===== config.mk =====
export PLATFORM = sky130hd
export DESIGN_NAME = byte_loaded_instruction_memory
export DESIGN_NICKNAME = d
export VERILOG_FILES = /design/src/rtl/byte_loaded_instruction_memory_pkg.sv /design/src/rtl/byte_loaded_instruction_memory_packer.sv /design/src/rtl/byte_loaded_instruction_memory.sv
export SDC_FILE = /design/constraint.sdc
export NUM_CORES = 2
export LEC_CHECK = 0
export CAP_MARGIN = 20
export CELL_PAD_IN_SITES_DETAIL_PLACEMENT = 0
export CELL_PAD_IN_SITES_GLOBAL_PLACEMENT = 1
export CORE_MARGIN = 2
export CORE_UTILIZATION = 60
export DETAILED_ROUTE_END_ITERATION = 10
export PLACE_DENSITY_LB_ADDON = 0.1
export SYNTH_ARGS = -nofsm -noshare
export SYNTH_HDL_FRONTEND = slang
export SYNTH_HIERARCHICAL = 1
export SYNTH_SLANG_ARGS = --single-unit

===== constraint.sdc =====
create_clock -name i_clk -period 9 [get_ports i_clk]
set_input_delay 1.8 -clock i_clk [delete_from_list [all_inputs] [get_ports i_clk]]
set_output_delay 1.8 -clock i_clk [all_outputs]
set_load 0.005 [all_outputs]

===== src/rtl/byte_loaded_instruction_memory_pkg.sv =====
// Shared types and constants for the byte-loaded instruction memory.
// Holds the controller state encoding and the byte width used by the load path.
package instruction_memory_pkg;

  localparam int BYTE_SIZE = 8;

  typedef enum logic [1:0] {
    SWEEP = 2'd0,
    LOAD  = 2'd1,
    DONE  = 2'd2
  } state_t;

endpackage


===== src/rtl/byte_loaded_instruction_memory_packer.sv =====
// byte_word_packer: assembles a big-endian word from a byte stream and pulses
// word_valid combinationally on the edge that accepts the final byte.
module byte_word_packer
  import instruction_memory_pkg::*;
#(
  parameter int WORD_SIZE_IN_BYTES = 4
) (
  input  logic                                    clk,
  input  logic                                    reset_n,
  input  logic                                    flush,
  input  logic [BYTE_SIZE-1:0]                    data_byte,
  input  logic                                    accept,
  output logic                                    word_valid,
  output logic [BYTE_SIZE*WORD_SIZE_IN_BYTES-1:0] word
);

  localparam int W     = BYTE_SIZE * WORD_SIZE_IN_BYTES;
  localparam int IDX_W = (WORD_SIZE_IN_BYTES > 1) ? $clog2(WORD_SIZE_IN_BYTES) : 1;
  localparam logic [IDX_W-1:0] LAST_IDX = IDX_W'(WORD_SIZE_IN_BYTES - 1);

  logic [IDX_W-1:0] byte_idx_reg;

  assign word_valid = accept && (byte_idx_reg == LAST_IDX);

  always_ff @(posedge clk) begin
    if (!reset_n || flush) begin
      byte_idx_reg <= '0;
    end else if (accept) begin
      byte_idx_reg <= (byte_idx_reg == LAST_IDX) ? '0 : byte_idx_reg + 1'b1;
    end
  end

  // Only the W-8 bits of earlier bytes are stored; the incoming byte completes the word.
  generate
    if (WORD_SIZE_IN_BYTES > 1) begin : g_shift
      logic [W-BYTE_SIZE-1:0] shift_reg;

      assign word = {shift_reg, data_byte};

      always_ff @(posedge clk) begin
        if (!reset_n || flush) begin
          shift_reg <= '0;
        end else if (accept) begin
          shift_reg <= word[W-BYTE_SIZE-1:0];
        end
      end
    end else begin : g_single
      assign word = data_byte;
    end
  endgenerate

endmodule


===== src/rtl/byte_loaded_instruction_memory.sv =====
// Instruction memory loaded through a byte-serial valid/ready stream, self-zeroing
// after reset/clear, with a combinational PC-indexed fetch port.
// Optional halt detection (all-zero word ends the load) under INSTRUCTION_MEMORY_HALT_DETECT_EN.
module byte_loaded_instruction_memory
  import instruction_memory_pkg::*;
#(
  parameter int WORD_SIZE_IN_BYTES = 4,
  parameter int MEM_SIZE_IN_WORDS  = 64,
  parameter int PC_SIZE            = $clog2(MEM_SIZE_IN_WORDS * WORD_SIZE_IN_BYTES),
  parameter int COUNT_SIZE         = $clog2(MEM_SIZE_IN_WORDS + 1)
) (
  input  logic                                    i_clk,
  input  logic                                    i_reset,
  input  logic                                    i_clear,
  input  logic                                    i_byte_valid,
  input  logic [BYTE_SIZE-1:0]                    i_byte,
  output logic                                    o_byte_ready,
  input  logic [PC_SIZE-1:0]                      i_pc,
  output logic [BYTE_SIZE*WORD_SIZE_IN_BYTES-1:0] o_instruction,
  output logic                                    o_pc_out_of_range,
  output logic [COUNT_SIZE-1:0]                   o_word_count,
  output logic                                    o_full,
  output logic                                    o_busy,
  output logic                                    o_load_done
);

  localparam int W          = BYTE_SIZE * WORD_SIZE_IN_BYTES;
  localparam int ADDR_W     = (MEM_SIZE_IN_WORDS > 1) ? $clog2(MEM_SIZE_IN_WORDS) : 1;
  localparam int WORD_SHIFT = $clog2(WORD_SIZE_IN_BYTES);
  localparam logic [ADDR_W-1:0]     LAST_ADDR  = ADDR_W'(MEM_SIZE_IN_WORDS - 1);
  localparam logic [COUNT_SIZE-1:0] FULL_COUNT = COUNT_SIZE'(MEM_SIZE_IN_WORDS);
  localparam logic [PC_SIZE:0]      DEPTH_PC   = (PC_SIZE + 1)'(MEM_SIZE_IN_WORDS);

  state_t                  state_reg;
  state_t                  state_next;
  logic [ADDR_W-1:0]       sweep_ptr_reg;
  logic [COUNT_SIZE-1:0]   count_reg;
  logic [W-1:0]            mem [MEM_SIZE_IN_WORDS];

  logic                    accept;
  logic                    word_valid;
  logic                    commit;
  logic                    halt;
  logic                    busy;
  logic                    byte_ready;
  logic                    full;
  logic [W-1:0]            packed_word;
  logic [PC_SIZE-1:0]      pc_index;
  logic                    in_range;

  assign full   = (count_reg == FULL_COUNT);
  assign accept = i_byte_valid && byte_ready;
  // A clear on the commit edge discards the word, so it never reaches the array.
  assign commit = word_valid && !i_clear;

`ifdef INSTRUCTION_MEMORY_HALT_DETECT_EN
  logic load_done_reg;

  assign halt = commit && (packed_word == '0);

  always_ff @(posedge i_clk) begin
    if (!i_reset || i_clear) begin
      load_done_reg <= 1'b0;
    end else if (halt) begin
      load_done_reg <= 1'b1;
    end
  end

  assign o_load_done = load_done_reg;
`else
  assign halt        = 1'b0;
  assign o_load_done = 1'b0;
`endif

  byte_word_packer #(
    .WORD_SIZE_IN_BYTES(WORD_SIZE_IN_BYTES)
  ) u_packer (
    .clk       (i_clk),
    .reset_n   (i_reset),
    .flush     (i_clear),
    .data_byte (i_byte),
    .accept    (accept),
    .word_valid(word_valid),
    .word      (packed_word)
  );

  always_ff @(posedge i_clk) begin
    if (!i_reset) begin
      state_reg <= SWEEP;
    end else begin
      state_reg <= state_next;
    end
  end

  always_comb begin
    state_next = state_reg;
    if (i_clear) begin
      state_next = SWEEP;
    end else begin
      case (state_reg)
        SWEEP:   if (sweep_ptr_reg == LAST_ADDR) state_next = LOAD;
        LOAD:    if (halt) state_next = DONE;
        DONE:    state_next = DONE;
        default: state_next = SWEEP;
      endcase
    end
  end

  always_comb begin
    busy       = (state_reg == SWEEP);
    byte_ready = (state_reg == LOAD) && !full;
  end

  always_ff @(posedge i_clk) begin
    if (!i_reset || i_clear) begin
      sweep_ptr_reg <= '0;
    end else if (state_reg == SWEEP) begin
      sweep_ptr_reg <= (sweep_ptr_reg == LAST_ADDR) ? '0 : sweep_ptr_reg + 1'b1;
    end
  end

  // The fill count doubles as the write pointer.
  always_ff @(posedge i_clk) begin
    if (!i_reset || i_clear) begin
      count_reg <= '0;
    end else if (commit) begin
      count_reg <= count_reg + 1'b1;
    end
  end

  always_ff @(posedge i_clk) begin
    if (i_reset) begin
      if (state_reg == SWEEP) begin
        mem[sweep_ptr_reg] <= '0;
      end else if (commit) begin
        mem[count_reg[ADDR_W-1:0]] <= packed_word;
      end
    end
  end

  assign pc_index          = i_pc >> WORD_SHIFT;
  assign in_range          = ({1'b0, pc_index} < DEPTH_PC);
  assign o_instruction     = in_range ? mem[pc_index[ADDR_W-1:0]] : '0;
  assign o_pc_out_of_range = !in_range;

  assign o_byte_ready = byte_ready;
  assign o_word_count = count_reg;
  assign o_full       = full;
  assign o_busy       = busy;

endmodule

==> results.cfg <==
[worst_setup_path]
cp.depth = 7
crit_end = o_instruction[13]
r2r-start = o_word_count[0]
cp_top_family = buffers and inverters
cp-end-kind = output port
crit_slowest_cell = nand2_1
worstSetupStartpointType = input port
reg2reg_slack_ps = 2960
crit_buf_inv = 3
path_class = in2out
crit_chain = buf_8 > inv_2 > nand2_1 > o221ai_1 > o22ai_1 > and3_1 > clkdlybuf4s50_1
crit_arrival_ps = 5500
critPathRequiredTime_ps = 7200
worst-path-max-fanout = 58
r2r_end = mem[2][29]
max_stage_delay_ps = 730
reg2reg_depth = 14
crit_start = i_pc[4]

[timing]
rsz0062_at_grt = false
fin_crit_sh_pct = 81.1
relSlewSlack_pct = 22.3
finalWorstSetupSlack_ps = 1700
slew_viol_final = 0
skew_ps = 23.7
holdWs_ps = 434
setup_viol = 0
finalHoldViolations = 0
max_freq_mhz = 137
final.setup.tns_ps = 0
period_needed_ps = 7300
tightest_slew_ps = 1170

[cts]
clkTransAtPathRegs_ps = 50
post_cts_buffers = 0
postCtsHoldBufs = 0
worst_skew_pair.late_latency_ps = 820
numClockSinks = 2089
htree_num_levels = 4
cts_resized = 0
cts-root-buf = clkbuf_16
cts_buffer_depth = 3
cts_tree = built
cts_made_buffers = 199

[flow_run]
drv_cap = 0

[route]
wl_um = 193000
viasPerCell = 6.68
drc = 0
antenna_left = 0
vias = 38655
first_pass_iters = 8
wire_per_inst_um = 33.4
drt_iter0_markers = 4882

[die]
ios = 64
rows = 134
core-area_um2 = 133000
start_util_pct = 60.3
fp.dieW_um = 370
die_h_um = 370
die_area_um2 = 137000

[finish]
area_growth_pct = 12.9
largest_register_ffs = 2048
n_fill_cell = 8115
final_util_pct = 68.0
drive_gt1_share_pct = 25.7
final_nets = 3884

[synthesis]
synth-seq-area-share_pct = 77.7
async_flop_share_pct = 0
synth_area_leaders = edfxtp_1 (77%), mux4_2 (14%), mux2i_1 (1.2%)
yosysTopAreaCellShare_pct = 76.7
avgSynthCellArea_um2 = 21.9
synth_adder_area_share_pct = 0.0624
muxShareOfSynthArea_pct = 15.2
ys_warn_count = 6
synth-xor-area-share_pct = 0.0983
synth_top_family_by_area = multiplexers
syn_area_um2 = 80200
synth_compound_area_share_pct = 2.26
synth_flop_cell = edfxtp_1
synth_edf_count = 2048
synthTopCellsByCount = edfxtp_1 (2048), mux4_2 (487), nor2_1 (128)
synth.most_common_cell = edfxtp_1
synthSimpleGateAreaFrac_pct = 3.00
yosys.area.top_type = edfxtp_1
ys_types = 50
synthCells = 3666
synth_seq_cells = 2089

[global_route]
grt_overflow = 0
antenna_found_initial = 1
grt_pass1_wl_um = 276000
grtUsageTotal_pct = 28.8
grt_max_degree = 121
grt_pass1_vias = 39053

[power]
switching_share_pct = 19.8
power_leakage_uw = 0.0284
ir_worst_vdd_uv = 207
p_switching_uw = 3850
pwr-share-comb_pct = 3.5
total_power_uw = 19400
p_per_area_nw_per_um2 = 214
pwr-share-clk_pct = 42.2
p_seq_share_pct = 54.3
p_int_uw = 15600

[place]
dpl.hpwl_um = 111000
portBuffers = 59
place_ws_ps = 1690
gp_congestion = 0.816

[run_status]
status = completed

[hold_path]
hold_path_depth = 1
worstHoldPathType = reg2reg
[worst register-to-register path, delay by kind of cell (launching register included)]
family | cells | cell delay [ps]
and+or+nand+nor | 8 | 3180
buffers and inverters | 4 | 1490
adders and majority gates | 1 | 220
muxes | 1 | 310
DFF | 1 | 520
[stage by stage]
stage / std cells / area, µm²
3_3_place_gp: 5390 / 83200
6_report: 5786 / 90500
2_1_floorplan: 3667 / 80200
3_5_place_dp: 5393 / 83300
5_1_grt: 5785 / 90500
4_1_cts: 5751 / 89600
[worst min-delay path by stage]
stage	to	startpoint
after CTS	state_reg[1]	state_reg[0]
final	state_reg[1]	state_reg[0]
after global placement	state_reg[1]	state_reg[0]
after detailed placement	state_reg[1]	state_reg[0]
after global routing	state_reg[1]	state_reg[0]
after floorplan	state_reg[1]	state_reg[0]
[cell usage in the layout (no fill, tap or decap), drive strengths merged, types with 4 or more instances in the layout]
cell           count
nand3             57
a211oi            23
clkbuf           270
a31oi             10
a21oi             13
and2              45
clkdlybuf4s50     55
dfxtp             41
nand2b            16
edfxtp          2048
mux4             487
inv                6
clkinv            67
mux2i             99
o21ai             15
xor2               6
o22ai             56
buf              152
o221ai            56
bufinv            17
nand4             56
nand2            114
nor2             128
ha                 4
o31ai              5
a22oi             64
nor2b             22
and3              39
mux2              17
[layer usage]
layer / share of wire (%) / track usage, %
met1: 39 / 41.3
met3: 8.9 / 5.13
met4: 3.1 / 9.56
met2: 49 / 45.7
met5: 0 / 0
[cells by family (layout without fill, tap and decap cells)]
| kind of cell | Yosys count | after routing |
|---|---|---|
| DFF | 2089 | 2089 |
| muxes | 603 | 603 |
| and+or+nand+nor | 491 | 491 |
| AOI/OAI and AO/OA | 250 | 250 |
| buffers and inverters | 219 | 569 |
| xor gates and xnor gates | 9 | 9 |
| adders and majority gates | 4 | 4 |
| other | 1 | 3 |
[cell type report]
class,instances,area (µm²),area share [%]
Clock buffer,270,5530,6.11
Multi-Input combinational cell,1359,17100,18.9
Antenna cell,1,2.50,0.00277
Tap cell,1768,2210,2.44
Inverter,4,15.0,0.0166
Clock inverter,88,833,0.921
Sequential cell,2089,62300,68.9
Timing Repair Buffer,207,2500,2.77
[power groups by stage]
stage          logic [µW]  clock network [µW]  registers, µW
2_1_floorplan         421                   0          10700
3_3_place_gp          675                   0          10700
3_5_place_dp          681                   0          10700
4_1_cts               684                8260          10500
5_1_grt               709                8630          10500
6_report              675                8190          10500
No activity file was read; power rests on OpenSTA's default activity.
